<file path="src/rtl/mem_arbiter.sv">
// mem_arbiter: shares one single-port memory between fetch and data ports.
// Data wins by default; fetch is forced in after STARVE_LIMIT consecutive data grants.
module mem_arbiter #(
  parameter int WORD         = 32,
  parameter int ADDR         = 16,
  parameter int STARVE_LIMIT = 4
) (
  input  logic            clk,
  input  logic            reset,
  input  logic            if_req,
  input  logic [ADDR-1:0] if_addr,
  output logic            if_gnt,
  output logic            if_rvalid,
  output logic [WORD-1:0] if_rdata,
  input  logic            dm_req,
  input  logic            dm_we,
  input  logic [ADDR-1:0] dm_addr,
  input  logic [WORD-1:0] dm_wdata,
  output logic            dm_gnt,
  output logic            dm_rvalid,
  output logic [WORD-1:0] dm_rdata,
  output logic [ADDR-1:0] mem_A,
  output logic            mem_W,
  output logic [WORD-1:0] mem_D,
  input  logic [WORD-1:0] mem_Q
);
  localparam int CW = STARVE_LIMIT > 0 ? $clog2(STARVE_LIMIT + 1) : 1;
  localparam logic [CW-1:0] LIM = CW'(STARVE_LIMIT);
  typedef enum logic [1:0] {RSP_NONE, RSP_IF, RSP_DM} rsp_e;
  rsp_e          rsp_sel_q, rsp_sel_d;
  logic [CW-1:0] starve_cnt_q, starve_cnt_d;
  logic          force_if;
  always_ff @(posedge clk or negedge reset) begin
    if (!reset) begin
      rsp_sel_q    <= RSP_NONE;
      starve_cnt_q <= '0;
    end else begin
      rsp_sel_q    <= rsp_sel_d;
      starve_cnt_q <= starve_cnt_d;
    end
  end
  // grants are gated by reset so every output is quiet while reset is held
  always_comb begin
    force_if     = (starve_cnt_q == LIM) && if_req;
    dm_gnt       = reset && dm_req && !force_if;
    if_gnt       = reset && if_req && !dm_gnt;
    mem_A        = dm_gnt ? dm_addr : if_gnt ? if_addr : '0;
    mem_W        = dm_gnt && dm_we;
    mem_D        = dm_gnt ? dm_wdata : '0;
    rsp_sel_d    = dm_gnt ? (dm_we ? RSP_NONE : RSP_DM) : if_gnt ? RSP_IF : RSP_NONE;
    starve_cnt_d = (!if_req || if_gnt) ? '0 :
                   (dm_gnt && starve_cnt_q != LIM) ? starve_cnt_q + CW'(1) : starve_cnt_q;
  end
  always_comb begin
    if_rvalid = rsp_sel_q == RSP_IF;
    dm_rvalid = rsp_sel_q == RSP_DM;
    if_rdata  = if_rvalid ? mem_Q : '0;
    dm_rdata  = dm_rvalid ? mem_Q : '0;
  end
endmodule

</file>
<file path="config.mk">
export PLATFORM = sky130hd
export DESIGN_NAME = mem_arbiter
export DESIGN_NICKNAME = d
export VERILOG_FILES = /design/src/rtl/mem_arbiter.sv
export SDC_FILE = /design/constraint.sdc
export NUM_CORES = 1
export LEC_CHECK = 0
export CORE_AREA = 2 2 84 86
export CTS_CLUSTER_DIAMETER = 50
export CTS_CLUSTER_SIZE = 10
export DETAILED_ROUTE_END_ITERATION = 8
export DIE_AREA = 0 0 86 88
export GPL_ROUTABILITY_DRIVEN = 0
export PLACE_DENSITY = 0.75
export SLEW_MARGIN = 5
export SYNTH_ARGS = -nofsm -noshare
export SYNTH_HDL_FRONTEND = slang
export SYNTH_SLANG_ARGS = --single-unit
</file>
<file path="constraint.sdc">
create_clock -name clk -period 1.8 [get_ports clk]
set_input_delay 0.18 -clock clk [delete_from_list [all_inputs] [get_ports clk]]
set_output_delay 0.18 -clock clk [all_outputs]
set_load 0.1 [all_outputs]
</file>
After elaboration in Yosys (flattened, before gate mapping) --
Cells that the tools add are included.
Cells by class: add/sub/neg operators 1, multipliers 0, divide/modulo/power cells 0, $lt $le $gt $ge 0, eq/ne operators 4, shift-type cells 0, muxes and demuxes 10, bitwise operators 0, reductions and logical operators 12
Operators by type and width (count):
- two-way mux 32 bit | 3
- two-way mux 16 bit | 2
- logical AND 1 bit | 7
- two-way mux 3 bit | 2
- two-way mux 2 bit | 2
- adder 3 x 1 -> 3 bit, second input constant | 1
- equality test 3 bit, second input constant | 1
- zero test 1 bit | 3
- inequality test 3 bit, second input constant | 1
- equality test 2 x 1 -> 1 bit, second input constant | 1
- equality test 2 bit, second input constant | 1
- nonzero test 2 bit | 1
- logical OR 1 bit | 1
- two-way mux 1 bit | 1
Storage, ports and cells: bits in registers 5, bits in latches 0, memory bits (writable) 0, bits in read-only memories 0, output and inout bits 117, logic and storage cells 29, memories kept 0

Depth between registers and ports, before layout --
depth after elaboration 8, depth in mapped cells 6, gate-level depth less buffers 5

Worst setup path before layout --
OpenSTA, ideal clock, no wires.
kind reg2out, start point register rsp_sel_q[0], end point output dm_rdata[22], data arrival time 2.441 ns, required time 1.620 ns, path slack -0.821 ns, cell stages (with the launch flop) 4, path buffers 1, path through dfrtp_1 > nor2b_1 > clkbuf_1 > and2_1
Between the ends: longest elaborated chain between the ends 2
Ends and longest elaborated chain:
- start: declaration | RTL line 30 | rsp_e rsp_sel_q, rsp_sel_d;
- start signal: assignment | RTL line 38 | rsp_sel_q <= rsp_sel_d;
- equality test 2 bit | RTL line 56 | dm_rvalid = rsp_sel_q == RSP_DM;
- via dm_rvalid | RTL line 20 | output logic dm_rvalid,
- two-way mux 32 bit | RTL line 58 | dm_rdata = dm_rvalid ? mem_Q : '0;
- end: declaration | RTL line 21 | output logic [WORD-1:0] dm_rdata,
The timed path passes the listed nets, and every way through them passes these cells.

Worst setup path in the final report --
start point register starve_cnt_q[0], end point output mem_A[11]
Between the ends: longest elaborated chain between the ends 8
Ends and longest elaborated chain:
- start: declaration | RTL line 31 | logic [CW-1:0] starve_cnt_q, starve_cnt_d;
- start signal: assignment | RTL line 39 | starve_cnt_q <= starve_cnt_d;
- equality test 3 bit (*) | RTL line 44 | force_if = (starve_cnt_q == LIM) && if_req;
- logical AND 1 bit (*) | RTL line 44
- zero test 1 bit (*) | RTL line 45 | dm_gnt = reset && dm_req && !force_if;
- logical AND 1 bit (*) | RTL line 45
- zero test 1 bit | RTL line 46 | if_gnt = reset && if_req && !dm_gnt;
- logical AND 1 bit | RTL line 46
- two-way mux 16 bit | RTL line 47 | mem_A = dm_gnt ? dm_addr : if_gnt ? if_addr : '0;
- two-way mux 16 bit (*) | RTL line 47
- end: declaration | RTL line 22 | output logic [ADDR-1:0] mem_A,
Mark *: on every way between the ends. The rest lies on a longest branch, timed or not.

==> results.sh <==
export IMPL_syn_area_um2=1160
export IMPL_fin_crit_sh_pct=104.1
export IMPL_internal_power_uw=958.9
export IMPL_grt_overflow=0
export IMPL_syn_inst=154
export IMPL_setup_viol=49
export IMPL_diodes=0
export IMPL_wl_per_cell_um=17.63
export IMPL_leakage_uw=0.002162
export IMPL_critPathArrivalTime_ns=1.69
export IMPL_synth_simple_area_share_pct=60.30
export IMPL_cpLargestDelayFamily="buffers and inverters"
export IMPL_cp_max_fo=11
export IMPL_critPathKind="reg -> out"
export IMPL_setup_ws_ns=-0.07375
export IMPL_clock_latency_ns=0.22
export IMPL_min_path_type="in -> async"
export IMPL_critical_path_max_stage_delay_ns=0.39
export IMPL_num_fill_cells=402
export IMPL_die_area_um2=7568
export IMPL_ys_seq_area_share_pct=10.79
export IMPL_crit_path_end_kind="output port"
export IMPL_antenna_left=0
export IMPL_die_h_um=88
export IMPL_relSlewSlack_pct=78.97
export IMPL_path_buf_inv=4
export IMPL_rows=30
export IMPL_fmax_mhz=533.7
export IMPL_finClkSkew_ns=0.002331
export IMPL_peakVddDrop_uv=243.3
export IMPL_cts_root_buf="clkbuf_8"
export IMPL_grtUsageMet2_pct=40.73
export IMPL_setup_tns_ns=-1.591
export IMPL_core_um2=6644
export IMPL_cp_start_kind="flop"
export IMPL_critPathRequiredTime_ns=1.62
export IMPL_grt_max_degree=34
export IMPL_synthTopCellsByArea="and2_1 53%, a22o_1 11%, dfrtp_1 11%"
export IMPL_first_pass_iters=4
export IMPL_drc=0
export IMPL_final_max_slew_viol_count=0
export IMPL_synth_xor_area_share_pct=0
export IMPL_crit_chain="inv_2 -> ha_4 -> a31oi_4 -> buf_12 -> buf_16 -> a22o_4 -> buf_12"
export IMPL_antenna_found_initial=0
export IMPL_synth_compound_area_share_pct=18.34
export IMPL_grt_pass1_vias=2080
export IMPL_port_buffers=217
export IMPL_clock_path_buffers=2
export IMPL_r2r_start="starve_cnt_q[0]$_DFFE_PN0P_"
export IMPL_synth_edff_count=0
export IMPL_synthAdderAreaFrac_pct=2.157
export IMPL_start_util_pct=17.46
export IMPL_cp_slowest_cell="dfrtp_1"
export IMPL_wl_um=8182
export IMPL_cap_violations=0
export IMPL_grt_use_met1_pct=17.55
export IMPL_p_switching_uw=968.3
export IMPL_combPwrFrac_pct=83.0
export IMPL_register_area_um2=125.1
export IMPL_first_iter_violations=51
export IMPL_ys_warn_count=0
export IMPL_drive_gt1_share_pct=55.99
export IMPL_tightestPinTransition_ns=0.3154
export IMPL_synth_top_area_share_pct=52.86
export IMPL_grt_setup_unrepaired="yes"
export IMPL_syn_area_per_cell_um2=7.532
export IMPL_clock_sinks=5
export IMPL_synth_fp_nets=257
export IMPL_vias=2024
export IMPL_placed_cell_area_um2=4732
export IMPL_viasPerCell=4.362
export IMPL_path_clk_slew_ns=0.04
export IMPL_grt_busiest_layer="met2"
export IMPL_clkPwrFrac_pct=10.8
export IMPL_synth_distinct_cells=21
export IMPL_gr_usage_met3_pct=4.618
export IMPL_cts_buffers=3
export IMPL_synthMuxAreaShare_pct=0
export IMPL_syn_to_final_growth_pct=337.4
export IMPL_seq_power_share_pct=6.2
export IMPL_worstSetupStartpoint="starve_cnt_q[0]$_DFFE_PN0P_"
export IMPL_hold_viol_final=0
export IMPL_synth_top_cell_by_area="and2_1"
export IMPL_cp_common_cell="buf_12"
export IMPL_final_min_clock_period_ns=1.874
export IMPL_ys_async_sr_fraction_pct=100.0
export IMPL_power_share_switching_pct=50.24
export IMPL_multi_input_area_um2=1182
export IMPL_cts_tree="yes"
export IMPL_grt_pass1_wl_um=11210
export IMPL_synth_flop_cell="dfrtp_1"
export IMPL_violations="setup timing"
export IMPL_dpl_hpwl_um=6762
export IMPL_synth_ff_latch_count=5
export IMPL_status="finished with violations"
export IMPL_powerDensity_nw_per_um2=379.8
export IMPL_synth_top_family_by_area="simple AND/OR/NAND/NOR gates"
export IMPL_htree_levels=1
export IMPL_dieWidth_um=86
export IMPL_io_pins=218
export IMPL_track_usage_pct=19.26
export IMPL_cts_hold_buf=0
export IMPL_nets=488
export IMPL_fin_area_um2=5074
worst paths after layout:
check                                         endpoint  slack [ns]  depth (start not counted)
setup / recovery                             mem_A[11]       -0.07                          7
hold / removal             starve_cnt_q[0]$_DFFE_PN0P_        0.35                          2
setup reg to reg           starve_cnt_q[2]$_DFFE_PN0P_        0.39                          6
hold reg to reg            starve_cnt_q[1]$_DFFE_PN0P_        0.74                          3
max in group asynchronous  starve_cnt_q[1]$_DFFE_PN0P_        1.32                          2
min in group clk                rsp_sel_q[1]$_DFF_PN0_        0.61                          2
flip-flops by register name, summed over array words and instances, names as in the netlist:
| register | flops |
|---|---|
| starve_cnt_q | 3 |
| rsp_sel_q | 2 |
logic make-up after synthesis:
group,after synthesis
flops,5
simple gates,112
buf+inv,14
compound gates,21
fa+ha+maj,2
placed cells by master (no fill, tap or decap):
cell type / netlist / routed
a21boi_1: 2 / 2
a21boi_4: 1 / 1
a22o_4: 1 / 16
a31oi_4: 1 / 1
and2_1: 98 / 47
and2_2: 0 / 21
and2_4: 0 / 30
and2b_1: 1 / 1
buf_12: 0 / 121
buf_16: 0 / 1
buf_4: 0 / 12
buf_6: 6 / 2
clkbuf_1: 6 / 1
clkbuf_16: 0 / 2
clkbuf_8: 0 / 3
clkdlybuf4s50_1: 0 / 100
dfrtp_1: 5 / 5
ha_1: 2 / 1
ha_4: 0 / 1
inv_2: 0 / 2
nand2_1: 2 / 2
nand2_2: 1 / 1
nand2b_1: 3 / 3
nand3_1: 2 / 2
nand4b_1: 1 / 1
nor2_1: 1 / 1
nor2_4: 1 / 1
nor2b_1: 2 / 2
o311ai_1: 1 / 1
layout make-up:
class	count	area share [%]
clock buffers	4	0.8878
inverters	2	0.1480
multi-input cells	135	23.30
flip-flops and latches	5	2.466
well taps	80	1.973
repair buffers	238	71.22
worst register-to-register path: stages, from the launching register on:
cell and delay (ns):
dfrtp_1 0.39, buf_4 0.14, buf_4 0.13, ha_1 0.22, nand4b_1 0.13, o311ai_1 0.11
and2_1 0.17
what timing repair did:
action	CTS	global route
pin swaps	4	6
cloned	1	2
setup buffers	5	3
endpoints found under the hold margin	0	0
gates resized for setup	26	13
endpoints found under the setup margin	51	49
power groups by stage:
stage | Clock, uW | Combinational (uW) | Sequential (uW)
2_1_floorplan | 0 | 827 | 120
3_3_place_gp | 0 | 1500 | 119
3_5_place_dp | 0 | 1520 | 120
4_1_cts | 214 | 1570 | 119
5_1_grt | 221 | 1640 | 119
6_report | 207 | 1600 | 119
per-stage QoR:
step	hold WS [ns]	total power [uW]	util [%]	setup WS (ns)	instances
floorplan	-0.1156	946.9	-	-0.1521	154
global placement	0.5323	1622	71.22	-0.05647	450
detailed placement	0.5628	1638	71.22	-0.1357	450
CTS	0.3464	1899	74.14	-0.05042	459
global route	0.3577	1983	76.37	-0.1089	464
finish	0.3460	1927	76.37	-0.07375	464
per-layer routing:
metal	wire length, um	vias up
li1	-	962
met1	2337	922
met2	4938	134
met3	814	6
met4	91	0
met5	0	-
synthesized netlist by cell type (2+ instances only):
cell,n
a22o_1,15
and2_1,98
nand2b_1,3
ha_1,2
a21boi_1,2
buf_6,6
nand2_1,2
clkbuf_1,6
nand3_1,2
inv_1,2
dfrtp_1,5
nor2b_1,2
No activity file was read; power rests on OpenSTA's default activity.
